**src/rtl/fetch_pkg.sv**
```systemverilog
// Shared constants and types for the instruction-fetch front end.
package fetch_pkg;

    localparam logic [1:0] PC_SEQ    = 2'b00;
    localparam logic [1:0] PC_JUMP   = 2'b01;
    localparam logic [1:0] PC_RET    = 2'b10;
    localparam logic [1:0] PC_BRANCH = 2'b11;

    typedef enum logic {
        FS_RUN  = 1'b0,
        FS_HALT = 1'b1
    } fetch_state_e;

endpackage

```
**src/rtl/return_addr_stack.sv**
```systemverilog
// Circular return-address stack with a saturating occupancy count and sticky
// overflow/underflow flags. When full, a push overwrites the oldest entry.
module return_addr_stack #(
    parameter int PC_W      = 12,
    parameter int RAS_DEPTH = 8
) (
    input  logic                         clk,
    input  logic                         rst,
    input  logic                         push_i,
    input  logic                         pop_i,
    input  logic [PC_W-1:0]              push_addr_i,
    output logic [PC_W-1:0]              top_o,
    output logic                         empty_o,
    output logic [$clog2(RAS_DEPTH):0]   count_o,
    output logic                         overflow_o,
    output logic                         underflow_o
);

    localparam int PTR_W = $clog2(RAS_DEPTH);
    localparam int CNT_W = PTR_W + 1;

    logic [PC_W-1:0]  stack_q [RAS_DEPTH];
    logic [PTR_W-1:0] ptr_q, ptr_d;
    logic [CNT_W-1:0] count_q, count_d;
    logic             ovf_q, ovf_d;
    logic             unf_q, unf_d;
    logic             wr_en;
    logic [PTR_W-1:0] wr_idx;
    logic             full, empty;

    assign full  = (count_q == CNT_W'(RAS_DEPTH));
    assign empty = (count_q == '0);

    // ptr_q always names the top slot; the power-of-two depth makes the
    // pointer wrap for free, which is what recycles the oldest entry.
    always_comb begin
        ptr_d   = ptr_q;
        count_d = count_q;
        ovf_d   = ovf_q;
        unf_d   = unf_q;
        wr_en   = 1'b0;
        wr_idx  = ptr_q;
        if (push_i && pop_i && !empty) begin
            wr_en  = 1'b1;
            wr_idx = ptr_q;
        end else if (push_i) begin
            wr_en  = 1'b1;
            wr_idx = ptr_q + 1'b1;
            ptr_d  = ptr_q + 1'b1;
            if (full) begin
                ovf_d = 1'b1;
            end else begin
                count_d = count_q + 1'b1;
            end
            if (pop_i) begin
                unf_d = 1'b1;
            end
        end else if (pop_i) begin
            if (empty) begin
                unf_d = 1'b1;
            end else begin
                ptr_d   = ptr_q - 1'b1;
                count_d = count_q - 1'b1;
            end
        end
    end

    always_ff @(posedge clk or negedge rst) begin
        if (!rst) begin
            ptr_q   <= '0;
            count_q <= '0;
            ovf_q   <= 1'b0;
            unf_q   <= 1'b0;
        end else begin
            ptr_q   <= ptr_d;
            count_q <= count_d;
            ovf_q   <= ovf_d;
            unf_q   <= unf_d;
        end
    end

    // Entry storage needs no reset: occupancy decides what is meaningful.
    always_ff @(posedge clk) begin
        if (wr_en) begin
            stack_q[wr_idx] <= push_addr_i;
        end
    end

    assign top_o       = stack_q[ptr_q];
    assign empty_o     = empty;
    assign count_o     = count_q;
    assign overflow_o  = ovf_q;
    assign underflow_o = unf_q;

endmodule

```
**src/rtl/fetch_unit.sv**
```systemverilog
// Instruction-fetch front end: PC, IF pipeline register, redirect target mux,
// RUN/HALT control and the return-address stack.
module fetch_unit
    import fetch_pkg::*;
#(
    parameter int                PC_W      = 12,
    parameter int                INST_W    = 19,
    parameter int                RAS_DEPTH = 8,
    parameter logic [PC_W-1:0]   RESET_PC  = '0,
    parameter logic [INST_W-1:0] HALT_WORD = '1
) (
    input  logic                       clk,
    input  logic                       rst,
    input  logic                       stall,
    input  logic [1:0]                 pc_src,
    input  logic [PC_W-1:0]            jump_target,
    input  logic [PC_W-1:0]            branch_target,
    input  logic                       ras_push,
    input  logic                       ras_pop,
    output logic [PC_W-1:0]            imem_addr,
    input  logic [INST_W-1:0]          imem_data,
    output logic [INST_W-1:0]          if_inst,
    output logic [PC_W-1:0]            if_pc,
    output logic                       if_valid,
    output logic                       halted,
    output logic [$clog2(RAS_DEPTH):0] ras_count,
    output logic                       ras_overflow,
    output logic                       ras_underflow
);

    fetch_state_e      state_q, state_d;
    logic [PC_W-1:0]   pc_q, pc_d;
    logic [INST_W-1:0] if_inst_q, if_inst_d;
    logic [PC_W-1:0]   if_pc_q, if_pc_d;
    logic              if_valid_q, if_valid_d;
    logic [PC_W-1:0]   pc_plus1;
    logic [PC_W-1:0]   redirect_target;
    logic [PC_W-1:0]   ras_top;
    logic              ras_empty;
    logic              run;
    logic              push_eff, pop_eff;

    assign run      = (state_q == FS_RUN);
    assign pc_plus1 = pc_q + 1'b1;
    // A stalled ID stage re-presents the same call, so its push waits.
    assign push_eff = run && ras_push && !stall;
    assign pop_eff  = run && ras_pop;

    return_addr_stack #(
        .PC_W      (PC_W),
        .RAS_DEPTH (RAS_DEPTH)
    ) u_ras (
        .clk         (clk),
        .rst         (rst),
        .push_i      (push_eff),
        .pop_i       (pop_eff),
        .push_addr_i (if_pc_q),
        .top_o       (ras_top),
        .empty_o     (ras_empty),
        .count_o     (ras_count),
        .overflow_o  (ras_overflow),
        .underflow_o (ras_underflow)
    );

    always_comb begin
        redirect_target = pc_plus1;
        case (pc_src)
            PC_JUMP:   redirect_target = jump_target;
            PC_BRANCH: redirect_target = branch_target;
            PC_RET:    redirect_target = ras_empty ? RESET_PC : ras_top;
            default:   redirect_target = pc_plus1;
        endcase
    end

    always_comb begin
        state_d    = state_q;
        pc_d       = pc_q;
        if_inst_d  = if_inst_q;
        if_pc_d    = if_pc_q;
        if_valid_d = if_valid_q;
        case (state_q)
            FS_RUN: begin
                if (pc_src != PC_SEQ) begin
                    pc_d       = redirect_target;
                    if_inst_d  = '0;
                    if_valid_d = 1'b0;
                end else if (!stall) begin
                    if_inst_d  = imem_data;
                    if_pc_d    = pc_plus1;
                    if_valid_d = 1'b1;
                    if (imem_data == HALT_WORD) begin
                        state_d = FS_HALT;
                    end else begin
                        pc_d = pc_plus1;
                    end
                end
            end
            FS_HALT: begin
                if_inst_d  = '0;
                if_valid_d = 1'b0;
            end
            default: state_d = FS_RUN;
        endcase
    end

    always_ff @(posedge clk or negedge rst) begin
        if (!rst) begin
            state_q    <= FS_RUN;
            pc_q       <= RESET_PC;
            if_inst_q  <= '0;
            if_pc_q    <= '0;
            if_valid_q <= 1'b0;
        end else begin
            state_q    <= state_d;
            pc_q       <= pc_d;
            if_inst_q  <= if_inst_d;
            if_pc_q    <= if_pc_d;
            if_valid_q <= if_valid_d;
        end
    end

    assign imem_addr = pc_q;
    assign if_inst   = if_inst_q;
    assign if_pc     = if_pc_q;
    assign if_valid  = if_valid_q;
    assign halted    = (state_q == FS_HALT);

endmodule

```
**config.mk**
```make
export PLATFORM = sky130hd
export DESIGN_NAME = fetch_unit
export DESIGN_NICKNAME = d
export VERILOG_FILES = /design/src/rtl/fetch_pkg.sv /design/src/rtl/return_addr_stack.sv /design/src/rtl/fetch_unit.sv
export SDC_FILE = /design/constraint.sdc
export NUM_CORES = 1
export LEC_CHECK = 0
export ABC_AREA = 1
export BUFFER_PORTS_ARGS = -buffer_cell sky130_fd_sc_hd__buf_2
export CAP_MARGIN = 25
export CORE_ASPECT_RATIO = 1.1
export CORE_MARGIN = 2
export CORE_UTILIZATION = 57
export DETAILED_ROUTE_END_ITERATION = 10
export PLACE_DENSITY = 0.8
export SLEW_MARGIN = 20
export SYNTH_ARGS = -nofsm -noshare
export SYNTH_HDL_FRONTEND = slang
export SYNTH_SLANG_ARGS = --single-unit
export TNS_END_PERCENT = 50
```
**constraint.sdc**
```tcl
create_clock -name clk -period 2.8 [get_ports clk]
set_input_delay 0.84 -clock clk [delete_from_list [all_inputs] [get_ports clk]]
set_output_delay 0.84 -clock clk [all_outputs]
set_load 0.005 [all_outputs]
```
# After elaboration in Yosys (flattened, before gate mapping)
# Memories as Yosys holds them, arrays and structs flattened.
# Index checks and enable logic that the tools add are counted.
# Widths: inputs -> output; s select.
# word_totals
reg_bits	54
mem_bits_rw	96
input_bits	50
output_inout_bits	51
word_cells	78
n_memories	1
# mem_list
name	words	word_bits	rd	rd_clocked_by_memory_dff	wr	line_no	text
u_ras.stack_q	8	12	1	0	1	return_addr_stack.sv:22	logic [PC_W-1:0] stack_q [RAS_DEPTH];
# classes
add_sub_neg	5
eq_ne	10
mux	32
bitwise_logic	4
n_reduce_logical	17
# ops
cell	n
$mux 12	4
$mux 19	2
$pmux 19 s2	1
$pmux 12 s3	1
$eq 19x19->1 const B	1
$mux 4	4
$mux 3	5
$reduce_and 3->1	5
$mux 1	14
$add 12x1->12 const B	1
$reduce_bool 2->1	3
$logic_and 1x1->1	5
$add 4x1->4 const B	1
$eq 2x2->1 const B	2
$eq 4x4->1 const B	1
$logic_not 4->1	1
$ne 2x1->1 const B	2
$ne 2x2->1 const B	2
$not 1->1	4
$reduce_and 4->1	1
$sub 4x1->4 const B	1
$add 3x1->3 const B	1
$ne 3x2->1 const B	1
$sub 3x1->3 const B	1
other kinds (3)	4

# Logic depth before layout (Yosys ltp)
# depth
ltp_word	8
mapped_depth	12
mapped_depth_nobuf	12

# Modules after synthesis
# From an unflattened synthesis, not the netlist that was laid out.
# hier_totals
cells_unflattened	723
area_unflattened_um2	6916.6
# by_module_without_submodules
module	instances	cells_each	area_per_inst_um2	seq_area_each_um2
return_addr_stack	1	379	4474.3	3108.0
fetch_unit	1	344	2442.3	1126.1

# Worst setup path before layout
# Ideal clock, no wire load.
# synth_timing
path_type	input to register
start	input port stall
end	memory u_ras.stack_q[0][0] (enable)
setup_ns	0.380
t_arrival_ns	2.179
required_ns	2.420
path_slack_ns	0.241
cell_stages	8
path_buffers	0
path_cell_list	inv_2 nand3_4 ha_1 inv_1 nand2_1 o21ai_1 nand2_1 nor2_1
# synth_via
elab_chain_len	7
elab_cells_between_ends	10
cone_classes	mux: 6; reduce/logical: 4
# synth_lines
item	line_no	text
start: declaration	fetch_unit.sv:14	input logic stall,
$logic_not 1->1 (*)	--	
$logic_and 1x1->1 (*)	fetch_unit.sv:46	assign push_eff = run && ras_push && !stall;
$logic_and 1x1->1 (2 in series)	return_addr_stack.sv:43	if (push_i && pop_i && !empty) begin
$mux 1	return_addr_stack.sv:43	
$mux 1	return_addr_stack.sv:84	if (wr_en) begin
$mux 1 (not written as such)	return_addr_stack.sv:85	stack_q[wr_idx] <= push_addr_i;
end: declaration	return_addr_stack.sv:22	
# Mark *: on every way between the ends. The rest lies on a longest branch, timed or not.

# Worst setup path in the final report
# layout_timing
start	input port pc_src[1]
end	register if_inst_q[17], in the netlist if_inst[17]
# layout_via
elab_chain_len	3
elab_cells_between_ends	4
cone_classes	eq/ne: 1; mux: 2; reduce/logical: 1
# layout_lines
item	line_no	text
start: declaration	fetch_unit.sv:15	input logic [1:0] pc_src,
$reduce_bool 2->1 (*)	fetch_unit.sv:83	if (pc_src != PC_SEQ) begin
$mux 19	fetch_unit.sv:83	
$pmux 19 s2	fetch_unit.sv:81	case (state_q)
end signal: assignment	fetch_unit.sv:116	if_inst_q <= if_inst_d;
end: declaration	fetch_unit.sv:33	logic [INST_W-1:0] if_inst_q, if_inst_d;
# Marked as above.
# A chain may end at the register's enable or synchronous reset.

==> impl_metrics.env <==
export IMPL_irDropWorstVdd_mv=0.415
export IMPL_syn_nets=814
export IMPL_p_switching_mw=1.05
export IMPL_synthArstFlopShare_pct=36.0
export IMPL_ff2ff_path_depth=12
export IMPL_synth_top_cell_by_area="edfxtp_1"
export IMPL_netlist_area_um2=7010
export IMPL_yosysSeqAreaShare_pct=60.4
export IMPL_ys_ff_latch=150
export IMPL_path_clk_slew_ns=0.06
export IMPL_hp_class="flop to flop"
export IMPL_ioPinCount=101
export IMPL_synth_edf_count=96
export IMPL_power_density_nw_per_um2=583
export IMPL_antenna_found_initial=0
export IMPL_p_comb_share_pct=3.7
export IMPL_nets=920
export IMPL_clock_path_buffers=2
export IMPL_synth_cells=756
export IMPL_setup_viol_count_final=0
export IMPL_path_cells="buf_2 > nor2_4 > inv_4 > nor2_4 > nand2_2 > inv_2 > buf_4 > nand2_1 > nand2_1"
export IMPL_cts_inserted_buffers=17
export IMPL_postSynthAreaPerCell_um2=9.27
export IMPL_start_util_pct=58.2
export IMPL_hold_violations=0
export IMPL_clock_skew_ns=0.00587
export IMPL_grt_max_degree=56
export IMPL_crit_slowest_cell="nor2_4"
export IMPL_fmax_mhz=469
export IMPL_start_kind="input pin"
export IMPL_p_sw_share_pct=21.8
export IMPL_r2r_setup_slack_ns=0.69
export IMPL_status="finished clean"
export IMPL_cp_end_kind="flop"
export IMPL_chipHeight_um=120
export IMPL_hp_start="u_ras.underflow_o"
export IMPL_dp_hpwl_um=11300
export IMPL_ys_warn_count=0
export IMPL_tns_ns=0
export IMPL_die_w_um=110
export IMPL_cap_violations=0
export IMPL_synth_top_cell_area_share_pct=41.1
export IMPL_routedWlPerCell_um=15.5
export IMPL_detail_route_first_pass_iterations=5
export IMPL_arrival_ns=2.48
export IMPL_antenna_left=0
export IMPL_coreArea_um2=12000
export IMPL_cts_resized_gates=0
export IMPL_required_ns=3.15
export IMPL_area_delta_synth_final_pct=17.8
export IMPL_ys_flop_type="edfxtp_1"
export IMPL_fin_crit_ns=2.13
export IMPL_die_area_um2=13200
export IMPL_clkPwrFrac_pct=46.6
export IMPL_hold_buffers=0
export IMPL_vias=5588
export IMPL_drive_gt1_share_pct=20.5
export IMPL_hold_ws_ns=0.465
export IMPL_viasPerCell=5.43
export IMPL_rr_startpoint="u_ras.count_o[1]"
export IMPL_grt_pass1_vias=5343
export IMPL_grt_ovfl_total=0
export IMPL_startpoint="pc_src[1]"
export IMPL_clk_latency_ns=0.41
export IMPL_slew_viol_final=0
export IMPL_cts_setup_buffers=0
export IMPL_htreeDepth=4
export IMPL_clock_sinks=150
export IMPL_routed_wl_um=15900
export IMPL_seqPwrFrac_pct=49.7
export IMPL_io_buffers=100
export IMPL_cts_root_buf="clkbuf_16"
export IMPL_tightest_slew_ns=0.774
export IMPL_antenna_cells=0
export IMPL_leakage_nw=4.01
export IMPL_period_share_pct=76.1
export IMPL_grt_pass1_wl_um=25800
export IMPL_critPathMaxStageDelay_ns=0.33
export IMPL_reg2reg_to="u_ras.stack_q[3][6]"
export IMPL_rsz0062_at_grt="no"
export IMPL_cp_endpoint="if_inst[17]"
export IMPL_synth_distinct_cells=39
export IMPL_ys_top_cells_by_area="edfxtp_1, dfrtp_1, nand2_1, nand3_1, nor2_1"
export IMPL_internal_power_mw=3.76
export IMPL_cp_max_fo=18
export IMPL_worstSetupPathType="input pin to flop"
export IMPL_max_slew_margin_pct=48.4
export IMPL_drt_iter0_markers=336
export IMPL_drc=0
export IMPL_rows=42
export IMPL_place_congestion=0.866
export IMPL_fin_util_pct=68.6
export IMPL_grt_usage_pct=25.7
export IMPL_cts_tree="built"
==> cell usage in the layout, fill, tap and decap left out, drive strengths merged, types with 2 or more instances in the layout <==
| cell | Yosys | layout |
|---|---|---|
| a21oi | 6 | 6 |
| buf | 24 | 118 |
| bufinv | 0 | 2 |
| clkbuf | 7 | 17 |
| clkinv | 1 | 7 |
| clkinvlp | 0 | 2 |
| dfrtp | 54 | 54 |
| edfxtp | 96 | 96 |
| ha | 7 | 7 |
| inv | 43 | 48 |
| nand2 | 268 | 268 |
| nand3 | 81 | 81 |
| nand3b | 2 | 2 |
| nand4 | 2 | 2 |
| nor2 | 99 | 99 |
| o211ai | 4 | 4 |
| o21a | 5 | 5 |
| o21ai | 39 | 39 |
| or2 | 3 | 3 |
| xnor2 | 3 | 3 |
| xor2 | 6 | 6 |
==> metrics by stage <==
stage | std cells | power (mW) | instance area, µm² | worst slack (ns)
final | 1029 | 4.81 | 8260 | 0.670
after global routing | 1029 | 4.97 | 8260 | 0.533
after CTS | 1029 | 4.84 | 8260 | 0.696
after detailed placement | 997 | 2.61 | 7660 | 0.267
after global placement | 997 | 2.61 | 7660 | 0.337
after floorplan | 756 | 2.51 | 7010 | 0.241
==> logic make-up (layout without fill, tap and decap cells) <==
kind of cell    after synthesis  count (layout)  synth area share (%)
xor+xnor                      9               9                  1.12
flops                       150             150                  60.4
buf+inv                      75             194                  4.91
simple gates                455             455                  27.2
fa+ha+maj                     8               8                  1.54
compound gates               59              59                  4.80
==> power groups by stage <==
stage	Sequential (mW)	Clock [mW]	Combinational (mW)
after floorplan	2.43	0	0.0795
after detailed placement	2.44	0	0.176
after global placement	2.44	0	0.171
after global routing	2.40	2.37	0.199
after CTS	2.39	2.27	0.176
final	2.39	2.24	0.176
==> state kept, by name, summed over array words and instances, names as in the netlist <==
register	flops
halted	1
u_ras.count_o	4
if_inst	19
imem_addr	12
u_ras.stack_q	96
u_ras.overflow_o	1
if_valid	1
u_ras.underflow_o	1
if_pc	12
u_ras.ptr_q	3
==> critical path: cells and delay by family <==
family	cells	cell delay [ns]
buf+inv	4	0.84
simple gates	5	0.77
==> worst min path at each step <==
stage,slack (ns),cells after the start,to
4_1_cts,0.47,1,u_ras.underflow_o
3_5_place_dp,0.46,1,u_ras.underflow_o
5_1_grt,0.49,1,u_ras.overflow_o
6_report,0.47,1,u_ras.underflow_o
3_3_place_gp,0.45,1,u_ras.underflow_o
2_1_floorplan,0.47,1,u_ras.underflow_o
==> cell type report <==
class                   instances  area (µm²)
flip-flops and latches        150        4230
multi-input cells             531        2430
inverters                      44         170
clock inverters                15         169
clock buffers                  17         425
repair buffers                118         636
fillers                       845        3780
well taps                     154         193
==> layer usage <==
| layer | vias to the layer above | share of wire, % | GRT usage (%) | wire, µm |
|---|---|---|---|---|
| li1 | 2694 | - | - | - |
| met1 | 2609 | 41 | 34.4 | 6530 |
| met2 | 255 | 49 | 41.0 | 7840 |
| met3 | 30 | 8.0 | 5.88 | 1270 |
| met4 | 0 | 1.7 | 9.97 | 276 |
| met5 | - | 0 | 0 | 0 |
==> synth_stat cells (2+ instances only) <==
library cell	instances
nand3_1	79
buf_4	4
o21ai_0	28
ha_1	7
o211ai_1	4
nand3b_1	2
buf_2	16
o21ai_1	11
dfrtp_1	54
inv_4	2
nor2_4	2
or2_2	2
xnor2_1	3
clkbuf_1	7
xor2_1	6
inv_1	29
nor2_1	93
inv_2	12
nand4_1	2
buf_6	3
nand3_4	2
edfxtp_1	96
nand2_1	264
a21oi_1	5
nor2_2	3
nand2_2	3
o21a_1	5
(Power assumes the default switching activity.)
